## src/rtl/lsu_pkg.sv

```systemverilog
// Shared constants and helpers for the memory-access stage (lsu_mem, load_align).
package lsu_pkg;

    localparam logic [2:0] F3_B  = 3'b000;
    localparam logic [2:0] F3_H  = 3'b001;
    localparam logic [2:0] F3_W  = 3'b010;
    localparam logic [2:0] F3_BU = 3'b100;
    localparam logic [2:0] F3_HU = 3'b101;

    localparam logic [3:0] BE_B0 = 4'b0001;
    localparam logic [3:0] BE_HL = 4'b0011;
    localparam logic [3:0] BE_HH = 4'b1100;
    localparam logic [3:0] BE_W  = 4'b1111;

    typedef enum logic {IDLE, WAIT} state_t;

    // Legal width code and naturally aligned address; unknown codes are illegal.
    function automatic logic f3_ok(input logic [2:0] f3, input logic [1:0] lo);
        case (f3)
            F3_B, F3_BU: return 1'b1;
            F3_H, F3_HU: return ~lo[0];
            F3_W:        return (lo == 2'b00);
            default:     return 1'b0;
        endcase
    endfunction

    function automatic logic [3:0] be_of(input logic [2:0] f3, input logic [1:0] lo);
        case (f3)
            F3_B, F3_BU: return BE_B0 << lo;
            F3_H, F3_HU: return lo[1] ? BE_HH : BE_HL;
            default:     return BE_W;
        endcase
    endfunction

    function automatic logic [31:0] wdata_of(input logic [2:0] f3, input logic [31:0] d);
        case (f3)
            F3_B, F3_BU: return {4{d[7:0]}};
            F3_H, F3_HU: return {2{d[15:0]}};
            default:     return d;
        endcase
    endfunction

endpackage

```

## src/rtl/load_align.sv

```systemverilog
// Selects the addressed byte/halfword of a read word and sign- or zero-extends it.
module load_align
    import lsu_pkg::*;
(
    input  logic [31:0] i_rdata,
    input  logic [1:0]  i_lo,
    input  logic [2:0]  i_f3,
    output logic [31:0] o_data
);

    logic [7:0]  w_byte;
    logic [15:0] w_half;

    always_comb begin
        w_byte = 8'h00;
        case (i_lo)
            2'd0: w_byte = i_rdata[7:0];
            2'd1: w_byte = i_rdata[15:8];
            2'd2: w_byte = i_rdata[23:16];
            2'd3: w_byte = i_rdata[31:24];
            default: w_byte = 8'h00;
        endcase
        w_half = i_lo[1] ? i_rdata[31:16] : i_rdata[15:0];
        case (i_f3)
            F3_B:    o_data = {{24{w_byte[7]}}, w_byte};
            F3_BU:   o_data = {24'h0, w_byte};
            F3_H:    o_data = {{16{w_half[15]}}, w_half};
            F3_HU:   o_data = {16'h0, w_half};
            default: o_data = i_rdata;
        endcase
    end

endmodule

```

## src/rtl/lsu_mem.sv

```systemverilog
// Memory-access stage: execute requests -> req/ack data-memory handshake, load extraction.
// Optional wait timeout with bus error enabled by LSU_TIMEOUT_EN.
module lsu_mem
    import lsu_pkg::*;
#(
    parameter int TIMEOUT_CYCLES = 255
) (
    input  logic        clk,
    input  logic        rst,
    input  logic        ex_valid,
    input  logic        mem_read,
    input  logic        mem_write,
    input  logic [2:0]  funct3,
    input  logic [31:0] addr,
    input  logic [31:0] wdata,
    output logic        stall,
    output logic        dm_req,
    output logic        dm_we,
    output logic [3:0]  dm_be,
    output logic [31:0] dm_addr,
    output logic [31:0] dm_wdata,
    input  logic        dm_ack,
    input  logic [31:0] dm_rdata,
    output logic [31:0] md,
    output logic        md_valid,
    output logic        fault,
    output logic        bus_err
);

    state_t      r_state, w_next;
    logic [2:0]  r_f3;
    logic [1:0]  r_lo;
    logic        w_access, w_legal, w_accept, w_timeout;
    logic [31:0] w_ld;

    assign w_access = ex_valid & (mem_read | mem_write);
    assign w_legal  = ~(mem_read & mem_write) & f3_ok(funct3, addr[1:0]);
    assign w_accept = (r_state == IDLE) & w_access & w_legal;
    assign stall    = w_accept | ((r_state == WAIT) & ~dm_ack);

`ifdef LSU_TIMEOUT_EN
    localparam int CW = ($clog2(TIMEOUT_CYCLES + 1) < 8) ? 8 : $clog2(TIMEOUT_CYCLES + 1);
    logic [CW-1:0] r_cnt;

    // Fires on the last permitted wait cycle so the bus error lands right after it.
    assign w_timeout = (r_state == WAIT) & ~dm_ack & (r_cnt == CW'(TIMEOUT_CYCLES - 1));

    always_ff @(posedge clk) begin
        if (rst || r_state != WAIT) r_cnt <= '0;
        else if (!dm_ack)           r_cnt <= r_cnt + 1'b1;
    end
`else
    logic w_unused_tmo;
    assign w_timeout    = 1'b0;
    assign w_unused_tmo = ^TIMEOUT_CYCLES;
    assign bus_err      = 1'b0;
`endif

    load_align u_align (
        .i_rdata (dm_rdata),
        .i_lo    (r_lo),
        .i_f3    (r_f3),
        .o_data  (w_ld)
    );

    always_comb begin
        w_next = r_state;
        case (r_state)
            IDLE:    if (w_accept) w_next = WAIT;
            WAIT:    if (dm_ack || w_timeout) w_next = IDLE;
            default: w_next = IDLE;
        endcase
    end

    always_ff @(posedge clk) begin
        if (rst) begin
            r_state  <= IDLE;
            r_f3     <= 3'b000;
            r_lo     <= 2'b00;
            dm_req   <= 1'b0;
            dm_we    <= 1'b0;
            dm_be    <= 4'h0;
            dm_addr  <= 32'h0;
            dm_wdata <= 32'h0;
            md       <= 32'h0;
            md_valid <= 1'b0;
            fault    <= 1'b0;
`ifdef LSU_TIMEOUT_EN
            bus_err  <= 1'b0;
`endif
        end else begin
            r_state  <= w_next;
            md_valid <= 1'b0;
            fault    <= 1'b0;
`ifdef LSU_TIMEOUT_EN
            bus_err  <= 1'b0;
`endif
            if (r_state == IDLE && w_access) begin
                if (w_legal) begin
                    dm_req   <= 1'b1;
                    dm_we    <= mem_write;
                    dm_be    <= be_of(funct3, addr[1:0]);
                    dm_addr  <= {addr[31:2], 2'b00};
                    dm_wdata <= wdata_of(funct3, wdata);
                    r_f3     <= funct3;
                    r_lo     <= addr[1:0];
                end else begin
                    fault <= 1'b1;
                end
            end else if (r_state == WAIT) begin
                if (dm_ack) begin
                    dm_req <= 1'b0;
                    if (!dm_we) begin
                        md       <= w_ld;
                        md_valid <= 1'b1;
                    end
                end else if (w_timeout) begin
                    dm_req <= 1'b0;
`ifdef LSU_TIMEOUT_EN
                    bus_err <= 1'b1;
`endif
                    if (!dm_we) md <= 32'h0;
                end
            end
        end
    end

endmodule

```

## config.mk

```make
export PLATFORM = sky130hd
export DESIGN_NAME = lsu_mem
export DESIGN_NICKNAME = d
export VERILOG_FILES = /design/src/rtl/lsu_pkg.sv /design/src/rtl/load_align.sv /design/src/rtl/lsu_mem.sv
export SDC_FILE = /design/constraint.sdc
export NUM_CORES = 1
export LEC_CHECK = 0
export CORE_ASPECT_RATIO = 1.25
export CORE_MARGIN = 1.5
export CORE_UTILIZATION = 30
export CTS_CLUSTER_DIAMETER = 50
export CTS_CLUSTER_SIZE = 25
export DETAILED_ROUTE_END_ITERATION = 12
export DONT_BUFFER_PORTS = 1
export GPL_ROUTABILITY_DRIVEN = 0
export PLACE_DENSITY_LB_ADDON = 0.12
export SKIP_LAST_GASP = 1
export SLEW_MARGIN = 20
export SYNTH_ARGS = -nofsm -noshare
export SYNTH_HDL_FRONTEND = slang
export SYNTH_SLANG_ARGS = --single-unit
export TNS_END_PERCENT = 30
```

## constraint.sdc

```tcl
create_clock -name clk -period 2.6 [get_ports clk]
set_input_delay 0.52 -clock clk [delete_from_list [all_inputs] [get_ports clk]]
set_output_delay 0.52 -clock clk [all_outputs]
set_load 0.03 [all_outputs]
```

# Word-level counts from Yosys, hierarchy flattened
# Cells that the tools add are included.
# Widths: inputs -> output; s select.
[word_totals] ff_bits=108 input_bits=105 word_cells=67 output_inout_bits=106
[op_classes] n_reduce_logical=14 eq_ne=11 muxes=16 shift=1 bitwise=14
[ops] op="$pmux 32 s4" n=1
[ops] op="$pmux 32 s2" n=1
[ops] op="$pmux 8 s4" n=1
[ops] op="$mux 16" n=1
[ops] op="$eq 3x3->1 const B" n=4
[ops] op="$mux 1" n=8
[ops] op="$pmux 4 s2" n=1
[ops] op="$and 1x1->1" n=6
[ops] op="$eq 3x1->1 const B" n=2
[ops] op="$logic_not 3->1" n=2
[ops] op="$not 1->1" n=6
[ops] op="$reduce_or 2->1" n=3
[ops] op="$eq 2x2->1 const B" n=2
[ops] op="$logic_not 2->1" n=2
[ops] op="$mux 4" n=1
[ops] op="$reduce_and 4->1" n=1
[ops] op="$reduce_bool 2->1" n=2
[ops] op="$reduce_or 4->1" n=1
[ops] op="$shl 1x2->4 const A" n=1
[ops] op="$eq 3x2->1 const B" n=1
[ops] op="$pmux 1 s3" n=1
[ops] op="$reduce_and 3->1" n=1
[ops] op="$eq 2x1->1 const B" n=1
[ops] op="$ne 2x2->1 const B" n=1
[ops] op="4 further kinds" n=5

# Depth between registers and ports, before layout
[logic_depth] ltp_word=7 ltp_mapped=6 mapped_depth_nobuf=4

# Cells and area by module
# A second synthesis with hierarchy kept.
[unflattened] hier_cells=619 area_unflattened_um2=4777.1
[modules_own_cells] mod="lsu_mem" seq_area_each_um2=2162.1 area_per_inst_um2=4108.9 cells_per_inst=508 instances=1
[modules_own_cells] mod="load_align" seq_area_each_um2=0.0 area_per_inst_um2=668.1 cells_per_inst=111 instances=1

# Worst setup path after synthesis
# No wires, ideal clock.
[synth_path] path_type="input port to output port" start="input addr[1]" end="output stall" t_arrival_ns=1.480 required_ns=2.080 slack_ns=0.600 stages=3 path_buffers=0 path_cell_list="nor4_4 > o2111ai_2 > o21ai_0"
[synth_via] elab_chain_len=5
[synth_rtl] element="start: declaration" line="lsu_mem.sv:14" source="input logic [31:0] addr,"
[synth_rtl] element="$logic_not 2->1" line="lsu_pkg.sv:22" source="F3_W: return (lo == 2'b00);"
[synth_rtl] element="$pmux 1 s3" line="lsu_pkg.sv:19" source="case (f3)"
[synth_rtl] element="$and 1x1->1" line="lsu_mem.sv:37" source="assign w_legal = ~(mem_read & mem_write) & f3_ok(funct3, addr[1:0]);"
[synth_rtl] element="$and 1x1->1" line="lsu_mem.sv:38" source="assign w_accept = (r_state == IDLE) & w_access & w_legal;"
[synth_rtl] element="$or 1x1->1" line="lsu_mem.sv:39" source="assign stall = w_accept | ((r_state == WAIT) & ~dm_ack);"
[synth_rtl] element="end: declaration" line="lsu_mem.sv:16" source="output logic stall,"
# No other way between the ends.

# Worst setup path in the final report
[layout_path] start="register r_state" end="output stall"
[layout_via] elab_chain_len=4 elab_cells_between_ends=5 classes_between="5 x bitwise"
[layout_rtl] element="start: declaration" line="lsu_mem.sv:30" source="state_t r_state, w_next;"
[layout_rtl] element="start signal: assignment" line="lsu_mem.sv:92" source="r_state <= w_next;"
[layout_rtl] element="$not 1->1 (no source line)"
[layout_rtl] element="$and 1x1->1 (2 in a row)" line="lsu_mem.sv:38"
[layout_rtl] element="$or 1x1->1 *" line="lsu_mem.sv:39"
# Every way passes the cells marked *; elsewhere a longest branch is shown, timed or not.

==> out/results.txt <==
In the synthesized netlist, the number of instances is 583. The initialized floorplan defines 51 standard-cell rows. In this run the power density over the cells is 695 nW/µm². Total via count after detailed routing: 3994. Area added between synthesis and finish: 9.51%. For the post-cts hold buffer count, the log shows 0. The fraction of power consumed by sequential logic was 52.8%; the overall track demand over capacity in global routing was 17.3%.

CTS placed an instance of sky130_fd_sc_hd__clkbuf_16 at the clock tree root. The critical path required time came out at 2.08 ns. The analysis attributes to cell leakage a power of 1.67 nW.

The average wire length per cell after detail routing was 18.7 µm; the number of DRC markers after the initial detailed-route iteration was 176. For this block, the routed nets add up to 14500 µm of wire. The die covers 16500 µm². STA classifies the critical path endpoint as an output port. The run gives 39.9% as the clock share of power. The tools report the switching power total as 1.00 mW. The flow ran to the end, and the final reports show no timing, DRC or antenna violations. The number of cell instances on the worst register-to-register path is 6. The tightest slew margin relative to the limit is 22.4%, and the slew at the pin with the worst max-slew slack is 1.15 ns. The slowest stage of the critical path belongs to the cell sky130_fd_sc_hd__o21ai_0. The tools report the number of iterations in the first detailed-routing pass as 6.

The starting density of the core came out at 30.4%. For this run, the slowest stage of the critical path takes 0.92 ns. The logs give 0.539 ns for the worst setup slack before clock tree synthesis and 9 for the number of buffers added by the clock tree synthesis step. The overall die width was 115 µm; the worst path setup slack after routing was 0.308 ns. In the final layout, flip-flops and latches occupy 2160 µm². The CTS sink count is 108, and the largest buffer count on any clock path is 2.

Of the total power, the share spent switching nets is 27.9%. The sum of negative setup slack came out at 0 ns. Combinational cells account for 7.2% of the total power. The core utilization of the finished layout was 33.3%. The sequential cell area fraction in the yosys report is 45.8%. The multi-input combinational cells in the finished layout cover a total of 2330 µm². At the later pin of the worst-skew pair, clock insertion delay measures 0.35 ns. The number of global-route vias before repair came out at 3830. The signal on the critical path passes through inv_1, o21ai_0.

Setup repair after global routing left no endpoint under its margin. The post-synthesis register bit count was 108. After filler insertion, the fill cell instance count of the layout stands at 1684. On the final layout, the worst clock skew is 0.00435 ns. The tools report the number of max-cap violations as 0. The tools report the arrival time of the worst setup path as 1.77 ns.

Entering global routing, the biggest net connects 110 pins. The repair_antennas step left the layout with diodes totalling 0. The Yosys step of the flow raised 0 warnings. The share of final-layout standard cells stronger than drive strength 1 is 6.77%, and the cell-internal power is 2.59 mW. The source of the worst register-to-register timing path is r_lo[1]. The tools report the kind of start point of the critical path as a flop.

Along the worst path, the maximum fanout reaches 4. Period utilization: 88.1%. For the I/O pin count, the log shows 211.

Reg-to-reg endpoint: md[17]. The run gives 0 as the number of antenna violations at the first check in global routing. Global routing finished with a remaining overflow of 0. The worst path needs 2.29 ns of the cycle, external delays included. Path category of the worst min-delay check: in2reg. The HPWL after detailed placement is 10400 µm. Setup violations remaining at the end of the flow were counted as 0.

The H-tree depth reported by CTS came out at 3. After floorplanning, the core was sized to cover 15500 µm². The number of cells traversed by the worst hold path is 1.

The kind of critical path was reg2out. TritonCTS built the clock tree. In the final design database the tool counted 661 nets. The vertical die dimension was 143 µm. For the maximum frequency from static timing analysis, the log shows 436 MHz.

Number of input and output port buffers inserted: 0. Post-CTS timing repair inserted 0 buffers for setup. The tools report the count of unresolved DRC violations after routing as 0. The mapped cell area came out at 4720 µm².

Counting flops with an async set or reset pin after synthesis yields a share of 0%. The run gives 0 as the remaining antenna violation count after routing. Total power for the finished layout comes to 3.60 mW.

The total count of hold-check failures in the final report was 0. The average instance in the mapped netlist occupies 8.10 µm². The tools report the maximum vdd drop as 0.322 mV.

In this run the most critical hold path is launched from rst. For the first-pass GRT wire length, the log shows 21900 µm. The detail-routed via count per cell was 5.17; the post-cts repair resize count was 0. The count of pins over their slew limit is 0, and the clock-pin slew of the registers on the worst-case setup and hold paths is 0.07 ns. The setup check on the worst reg-to-reg path leaves a slack of 0.78 ns. Among all flip-flop cells after synthesis, the most frequent one is sky130_fd_sc_hd__dfxtp_1. For hold timing, the worst endpoint is dm_addr[30]. The number of synthesized flops with an enable pin came out at 0. Counting distinct cell types in the post-synthesis netlist gives 43.
## cells by family (layout without fill, tap and decap cells)
| logic type | count (synthesis) | after routing | share of synthesized area, % |
|---|---|---|---|
| other | 1 | 3 | 0.0794 |
| buffers and inverters | 54 | 30 | 5.41 |
| and+or+nand+nor | 237 | 237 | 21.4 |
| DFF | 108 | 108 | 45.8 |
| adders and majority gates | 1 | 1 | 0.212 |
| xor gates and xnor gates | 1 | 1 | 0.186 |
| muxes | 28 | 28 | 6.28 |
| AOI/OAI and AO/OA | 153 | 153 | 20.7 |
## synth_stat cells, types with 4 or more instances
master,instances,share of area [%]
sky130_fd_sc_hd__nand2_1,138,11
sky130_fd_sc_hd__o21ai_0,11,1.2
sky130_fd_sc_hd__mux2i_1,24,5.1
sky130_fd_sc_hd__o211ai_1,8,1.3
sky130_fd_sc_hd__dfxtp_1,108,46
sky130_fd_sc_hd__nand3_1,17,1.8
sky130_fd_sc_hd__clkbuf_1,21,1.7
sky130_fd_sc_hd__a31o_2,4,0.74
sky130_fd_sc_hd__buf_1,4,0.32
sky130_fd_sc_hd__nor2_1,58,4.6
sky130_fd_sc_hd__a21oi_1,73,7.7
sky130_fd_sc_hd__nand2b_1,4,0.53
sky130_fd_sc_hd__or3_1,5,0.66
sky130_fd_sc_hd__buf_2,18,1.9
sky130_fd_sc_hd__a211oi_1,35,5.6
sky130_fd_sc_hd__a311oi_1,12,2.2
sky130_fd_sc_hd__buf_4,6,0.95
## worst max-delay path: cells and delay by family, from the launching register on
family | cells | cell delay, ns
buffers and inverters | 1 | 0.13
AO/OA/AOI/OAI | 1 | 0.92
flip-flops | 1 | 0.37
## worst max path at each step
stage / start / endpoint / depth (start not counted)
2_1_floorplan: addr[1] / stall / 3
3_3_place_gp: addr[1] / stall / 3
3_5_place_dp: addr[1] / stall / 3
4_1_cts: r_state / stall / 2
5_1_grt: r_state / stall / 2
6_report: r_state / stall / 2
## layout by cell type (no fill, tap or decap), types with 4 or more instances in the layout
cell / instances
sky130_fd_sc_hd__a211oi_1: 35
sky130_fd_sc_hd__mux2i_1: 24
sky130_fd_sc_hd__or3_1: 5
sky130_fd_sc_hd__o21ai_0: 11
sky130_fd_sc_hd__o211ai_1: 8
sky130_fd_sc_hd__a31o_2: 4
sky130_fd_sc_hd__nor2_1: 58
sky130_fd_sc_hd__buf_4: 9
sky130_fd_sc_hd__nand3_1: 17
sky130_fd_sc_hd__nand2b_1: 4
sky130_fd_sc_hd__dfxtp_1: 108
sky130_fd_sc_hd__clkbuf_16: 9
sky130_fd_sc_hd__nand2_1: 138
sky130_fd_sc_hd__a311oi_1: 12
sky130_fd_sc_hd__a21oi_1: 73
## power groups by stage
stage	registers (mW)	logic, mW	clock network (mW)
2_1_floorplan	1.92	0.253	0
3_5_place_dp	1.94	0.264	0
5_1_grt	1.91	0.296	1.57
6_report	1.90	0.260	1.44
3_3_place_gp	1.94	0.258	0
4_1_cts	1.90	0.264	1.49
## through the flow
stage          hold WS [ns]  cells  area [µm²]
2_1_floorplan         0.450    585        4730
3_3_place_gp          0.462    757        4860
3_5_place_dp          0.474    757        4860
4_1_cts               0.214    773        5170
5_1_grt               0.215    773        5170
6_report              0.244    773        5170
## flip-flops by register name, summed over array words and instances, names as in the netlist
register and count:
dm_be 4, md_valid 1, r_f3 3, r_lo 2, dm_wdata 32, dm_addr 30, dm_we 1, md 32
fault 1, dm_req 1, r_state 1
## final cells by class
cell class                      instances  share of cell area, %
Clock buffer                            9                   4.36
Clock inverter                          7                   1.62
Inverter                                4                  0.290
Multi-Input combinational cell        423                   45.1
Sequential cell                       108                   41.8
Tap cell                              212                   5.13
Timing Repair Buffer                   10                   1.69
## routing by layer
metal | GRT usage (%) | vias to the layer above | part of all wire, %
met5 | 0 | - | 0
met4 | 5.26 | 0 | 1.0
met3 | 8.36 | 8 | 12
met2 | 30.0 | 139 | 51
met1 | 18.5 | 1878 | 37
li1 | - | 1969 | -
Note: power is estimated with default switching activity, not from simulation.
==> patch 1 (same flow settings) <==
The option `LSU_TIMEOUT_EN` is turned on by a define.
--- a/src/rtl/lsu_mem.sv
+++ b/src/rtl/lsu_mem.sv
@@ -1,5 +1,7 @@
 // Memory-access stage: execute requests -> req/ack data-memory handshake, load extraction.
 // Optional wait timeout with bus error enabled by LSU_TIMEOUT_EN.
+`define LSU_TIMEOUT_EN
+
 module lsu_mem
     import lsu_pkg::*;
 #(
Check against the original RTL: no difference found for any inputs over 4 cycles, from zero or initial values and one cycle with rst high; that may be too few to reach the edited logic, so the function may still have changed.
==> patch 1 against the original RTL <==
Register-to-register slack lost 0.41 ns; area after synthesis up 6.5%; cell count grew 3.2%; power rose by 31%; design area rose by 12%; first-iteration DRC count is 6.8% lower; synthesized cell count is 1.2% higher; routed wire length rose by 0.17%; hold slack got worse by 0.059 ns; setup slack improved by 0.066 ns; sequential cell count rose by 9; global-route usage is 0.78 points lower.
==> patch 1: results (changes against the original RTL) <==
OUTCOME='complete, no violations'
VDD_DROP_MAX_mV=0.347  # +7.9%
GRT_START_MAX_NET_PINS=92  # -16%
LAYOUT-DRIVE-GT1-SHARE_PCT=9.79  # +3.0 points
CLOCK_INSERTION_DELAY_WORST_SKEW_NS=0.42  # +0.07 ns
CRITICAL_PATH.MAX_STAGE_DELAY_NS=0.80  # -0.12 ns
WORST_EP_ARRIVAL_TIME_NS=2.57  # +0.80 ns
CRITICAL_PATH.REG2REG.STARTPOINT='r_cnt[0]$_SDFFE_PP0N_'
ALL_LAYER_GLOBAL_ROUTING_USAGE_PCT=16.5  # -0.78 points
SYNTH.CELLS.MOST_FREQUENT='sky130_fd_sc_hd__dfxtp_1, sky130_fd_sc_hd__nand2_1, sky130_fd_sc_hd__a21oi_1, sky130_fd_sc_hd__nor2_1'
FINISH.NET_COUNT=676  # +2.3%
DETAIL_ROUTE.WIRELENGTH_UM=14500  # +0.17%
HTREEDEPTH=4  # +1
CTS_MADE_BUFFERS=17  # +8
DR_WL_MET3_UM=1590  # -4.7%
WORST_SLEW_PIN_SLEW_NS=1.02  # -0.133 ns
ROUTE.LAYER.MET1.WL_UM=5370  # +0.41%
LEAKAGEPOWER_nW=1.97  # +18%
FINAL_CELLS=798  # +3.2%
CTS_RESIZED=0  # unchanged
POST_SYNTH_NUM_CELL_TYPES=49  # +14%
GLOBALROUTEMET2UTIL_PCT=28.0  # -2.0 points
YS_SEQ_AREA_SHARE_PCT=46.6  # +0.79 points
PLACED_CELLS=766  # +1.2%
CTS_ROOT_BUF='sky130_fd_sc_hd__clkbuf_16'
MET2_WIRELENGTH_UM=7120  # -2.8%
TIMING_WORST_SETUP_PATH_TYPE='reg2reg'
TIMING.CRITICAL_PATH.FANOUT_MAX=25  # +21
YS_TOP_CELLS_BY_AREA='sky130_fd_sc_hd__dfxtp_1, sky130_fd_sc_hd__nand2_1, sky130_fd_sc_hd__a21oi_1'
NUMBER_OF_BUFFERS_INSERTED_BY_POST_CTS_SETUP_REPAIR=0  # unchanged
CELL_TYPE_OF_THE_SLOWEST_STAGE_ON_THE_WORST_TIMING_PATH='sky130_fd_sc_hd__o31a_1'
FILLERS=1748  # +3.8%
SYN-MEAN-INSTANCE-AREA_UM2=8.52  # +5.2%
CLKTRANSATPATHREGS_NS=0.05  # -0.02 ns
FIRST_GLOBAL_VIAS=4127  # +7.8%
NUM_VIAS=4197  # +5.1%
USE_MET3_PCT=8.72  # +0.36 points
GROUTE.LAYER.MET1.USAGE_PCT=16.6  # -1.9 points
HPWL_UM=10300  # -1.3%
GRT_FIRST_PASS_WIRELENGTH_UM=22500  # +2.9%
DETAILED_ROUTER_S_FIRST_ITERATION_VIOLATION_COUNT=164  # -6.8%
SKEW_NS=0.00860  # +0.00425 ns
LARGEST_REGISTERS='dm_wdata (32), md (32), dm_addr (30)'
==> patch 1: cells by family after synthesis <==
logic type      after synthesis  synth area share (%)
mux                          27                  5.55
fa+ha+maj                     3                 0.697
flops                       117                  46.6
simple gates                200                  17.7
other cells                   1                0.0746
xor+xnor                      7                  1.22
compound gates              176                  22.6
buf+inv                      59                  5.60
==> patch 1: power by group <==
| group | switching [W] | total (W) | internal, W |
|---|---|---|---|
| combinational | 0.000157 | 0.000266 | 0.000110 |
| sequential | 0.000167 | 0.00202 | 0.00186 |
| clock | 0.000861 | 0.00242 | 0.00155 |
| total | 0.00118 | 0.00471 | 0.00352 |
==> patch 1: layout make-up <==
| class | instances | area (um^2) | share of cell area, % |
|---|---|---|---|
| multi-input cells | 415 | 2430 | 42.1 |
| flip-flops and latches | 117 | 2340 | 40.6 |
| clock buffers | 20 | 457 | 7.92 |
| well taps | 216 | 270 | 4.69 |
| clock inverters | 12 | 154 | 2.67 |
| repair buffers | 10 | 87.6 | 1.52 |
| inverters | 8 | 30.0 | 0.521 |
==> patch 1: stage by stage <==
stage / hold slack, ns / cell area [um^2] / setup slack, ns
after floorplan: 0.471 / 5030 / 0.437
after detailed placement: 0.507 / 5160 / 0.381
after global placement: 0.487 / 5160 / 0.408
after CTS: 0.153 / 5770 / 0.368
final: 0.185 / 5770 / 0.374
after global routing: 0.158 / 5770 / 0.241
==> patch 1: final timing paths <==
check,end,slack [ns],depth (start not counted)
max,md[23]$_SDFFE_PP0P_,0.37,7
max reg2reg,md[23]$_SDFFE_PP0P_,0.37,7
min,dm_wdata[22]$_SDFFE_PP0P_,0.18,1
min reg2reg,r_cnt[5]$_SDFFE_PP0N_,0.50,2
==> patch 2 (same settings) <==
Made on the original files. Put one more register stage on the output `fault`, with the module's reset. The value now appears one clock later. The other outputs are not delayed to match.
--- a/src/rtl/lsu_mem.sv
+++ b/src/rtl/lsu_mem.sv
@@ -26,6 +26,8 @@
     output logic        fault,
     output logic        bus_err
 );
+
+    logic fault_s0;
 
     state_t      r_state, w_next;
     logic [2:0]  r_f3;
@@ -84,14 +86,14 @@
             dm_wdata <= 32'h0;
             md       <= 32'h0;
             md_valid <= 1'b0;
-            fault    <= 1'b0;
+            fault_s0 <= 1'b0;
 `ifdef LSU_TIMEOUT_EN
             bus_err  <= 1'b0;
 `endif
         end else begin
             r_state  <= w_next;
             md_valid <= 1'b0;
-            fault    <= 1'b0;
+            fault_s0 <= 1'b0;
 `ifdef LSU_TIMEOUT_EN
             bus_err  <= 1'b0;
 `endif
@@ -105,7 +107,7 @@
                     r_f3     <= funct3;
                     r_lo     <= addr[1:0];
                 end else begin
-                    fault <= 1'b1;
+                    fault_s0 <= 1'b1;
                 end
             end else if (r_state == WAIT) begin
                 if (dm_ack) begin
@@ -125,5 +127,13 @@
         end
     end
 
+    always_ff @(posedge clk) begin
+        if (rst) begin
+            fault <= '0;
+        end else begin
+            fault <= fault_s0;
+        end
+    end
+
 endmodule
 
Check against the original RTL: not equivalent (a bounded check fails within 4 cycles, from zero or initial values and one cycle with rst high).
==> patch 2 against the original RTL <==
Setup slack improved by 0.089 ns; design area is 0.48% higher; synthesized cell count grew 0.51%; sequential cell count up 1; power fell by 2.7%; area after synthesis up 0.98%; global-route usage is essentially flat; routed wire length grew 0.50%.
==> patch 2: results (changes against the original RTL) <==
CRITICAL_PATH.REG2REG.STARTPOINT='dm_we$_SDFFE_PP0P_'
SW_FRAC_OF_TOTAL_PCT=27.7  # -0.19 points
FIRST_PASS_ITERATION_COUNT_OF_THE_DETAILED_ROUTER=4  # -2
LAYOUT-DRIVE-GT1-SHARE_PCT=6.74  # -0.036 points
OUTCOME='complete, no violations'
VDD_DROP_MAX_mV=0.297  # -7.6%
RR_ENDPOINT='md[14]$_SDFFE_PP0P_'
VIAS_PER_CELL=5.24  # +1.3%
FINISH.NET_COUNT=664  # +0.45%
LEAKAGEPOWER_nW=1.69  # +0.91%
YS_TOP_CELLS_BY_AREA='sky130_fd_sc_hd__dfxtp_1, sky130_fd_sc_hd__nand2_1, sky130_fd_sc_hd__a21oi_1'
YS_SEQ_AREA_SHARE_PCT=45.8  # about the same
DETAILED_ROUTER_S_FIRST_ITERATION_VIOLATION_COUNT=219  # +24%
MAX_SLEW_MARGIN_PCT=29.2  # +6.8 points
GRT_START_MAX_NET_PINS=111  # +0.91%
REG2REG_SLACK_NS=0.63  # -0.15 ns
POST_SYNTH_NUM_CELL_TYPES=42  # -2.3%
FILLERS=1702  # +1.1%
CRITICAL_PATH.MAX_STAGE_DELAY_NS=0.85  # -0.07 ns
HPWL_UM=10400  # -0.60%
DETAIL_ROUTE.WIRELENGTH_UM=14600  # +0.50%
TIMING.REG2REG.WORST_PATH_DEPTH=4  # -2
ALL_LAYER_GLOBAL_ROUTING_USAGE_PCT=17.3  # about the same
GRT_FIRST_PASS_WIRELENGTH_UM=21900  # +0.19%
SKEW_NS=0.00624  # +0.00189 ns
SYNTH.CELLS.MOST_FREQUENT='sky130_fd_sc_hd__nand2_1, sky130_fd_sc_hd__dfxtp_1, sky130_fd_sc_hd__a21oi_1, sky130_fd_sc_hd__nor2_1, sky130_fd_sc_hd__a211oi_1'
## patch 2: metal layers
metal,wire (um),vias to the layer above,share of wire (%),global-route usage [%]
met5,0,-,0,0
met3,1720,22,12,7.38
met4,367,0,2.5,7.51
li1,-,1972,-,-
met1,5790,1884,40,20.5
met2,6680,185,46,27.2
## patch 2: through the flow
stage                     setup WS [ns]  instance area, um^2  hold WS [ns]  cells  util, %
after floorplan                   0.600                 4770         0.414    588        -
after global placement            0.604                 4920         0.422    760     31.6
after detailed placement          0.560                 4920         0.437    760     31.6
after CTS                         0.386                 5190         0.226    776     33.4
after global routing              0.280                 5190         0.216    776     33.4
final                             0.397                 5190         0.240    776     33.4
## patch 2: worst reg2reg max path, cell delays in order, from the launching register on
cell	delay [ns]
sky130_fd_sc_hd__dfxtp_1	0.44
sky130_fd_sc_hd__and3b_1	0.74
sky130_fd_sc_hd__buf_4	0.35
sky130_fd_sc_hd__nor2_1	0.07
sky130_fd_sc_hd__a311oi_1	0.27
## patch 2: logic make-up (layout without fill, tap and decap cells)
logic type | Yosys count | in the layout | share of synthesized area, %
AO/OA/AOI/OAI | 154 | 154 | 20.6
adder cells (fa/ha/maj) | 1 | 1 | 0.210
multiplexers | 29 | 29 | 6.46
AND/OR/NAND/NOR | 236 | 236 | 21.2
flip-flops | 109 | 109 | 45.8
buffers and inverters | 55 | 31 | 5.56
XOR/XNOR | 1 | 1 | 0.184
other | 1 | 3 | 0.0787
## patch 2: worst min path at each step
stage                                   start                   to  slack (ns)
after floorplan           fault_s0$_SDFF_PP0_     fault$_SDFF_PP0_        0.41
after global placement    fault_s0$_SDFF_PP0_     fault$_SDFF_PP0_        0.42
after detailed placement  fault_s0$_SDFF_PP0_     fault$_SDFF_PP0_        0.44
after CTS                                 rst  md[21]$_SDFFE_PP0P_        0.23
after global routing                      rst  md[16]$_SDFFE_PP0P_        0.22
final                                     rst  md[21]$_SDFFE_PP0P_        0.24
## patch 2: power groups by stage
stage	logic, W	registers [W]	clock network (W)
after global placement	0.000266	0.00195	0
final	0.000269	0.00191	0.00132
after CTS	0.000271	0.00191	0.00137
after floorplan	0.000257	0.00193	0
after global routing	0.000304	0.00192	0.00144
after detailed placement	0.000271	0.00195	0
## patch 2: layout make-up
| type | count | share of cell area (%) |
|---|---|---|
| clock inverters | 5 | 0.674 |
| multi-input cells | 424 | 45.2 |
| clock buffers | 11 | 4.67 |
| inverters | 4 | 0.289 |
| repair buffers | 11 | 2.07 |
| well taps | 212 | 5.11 |
| flip-flops and latches | 109 | 42.0 |
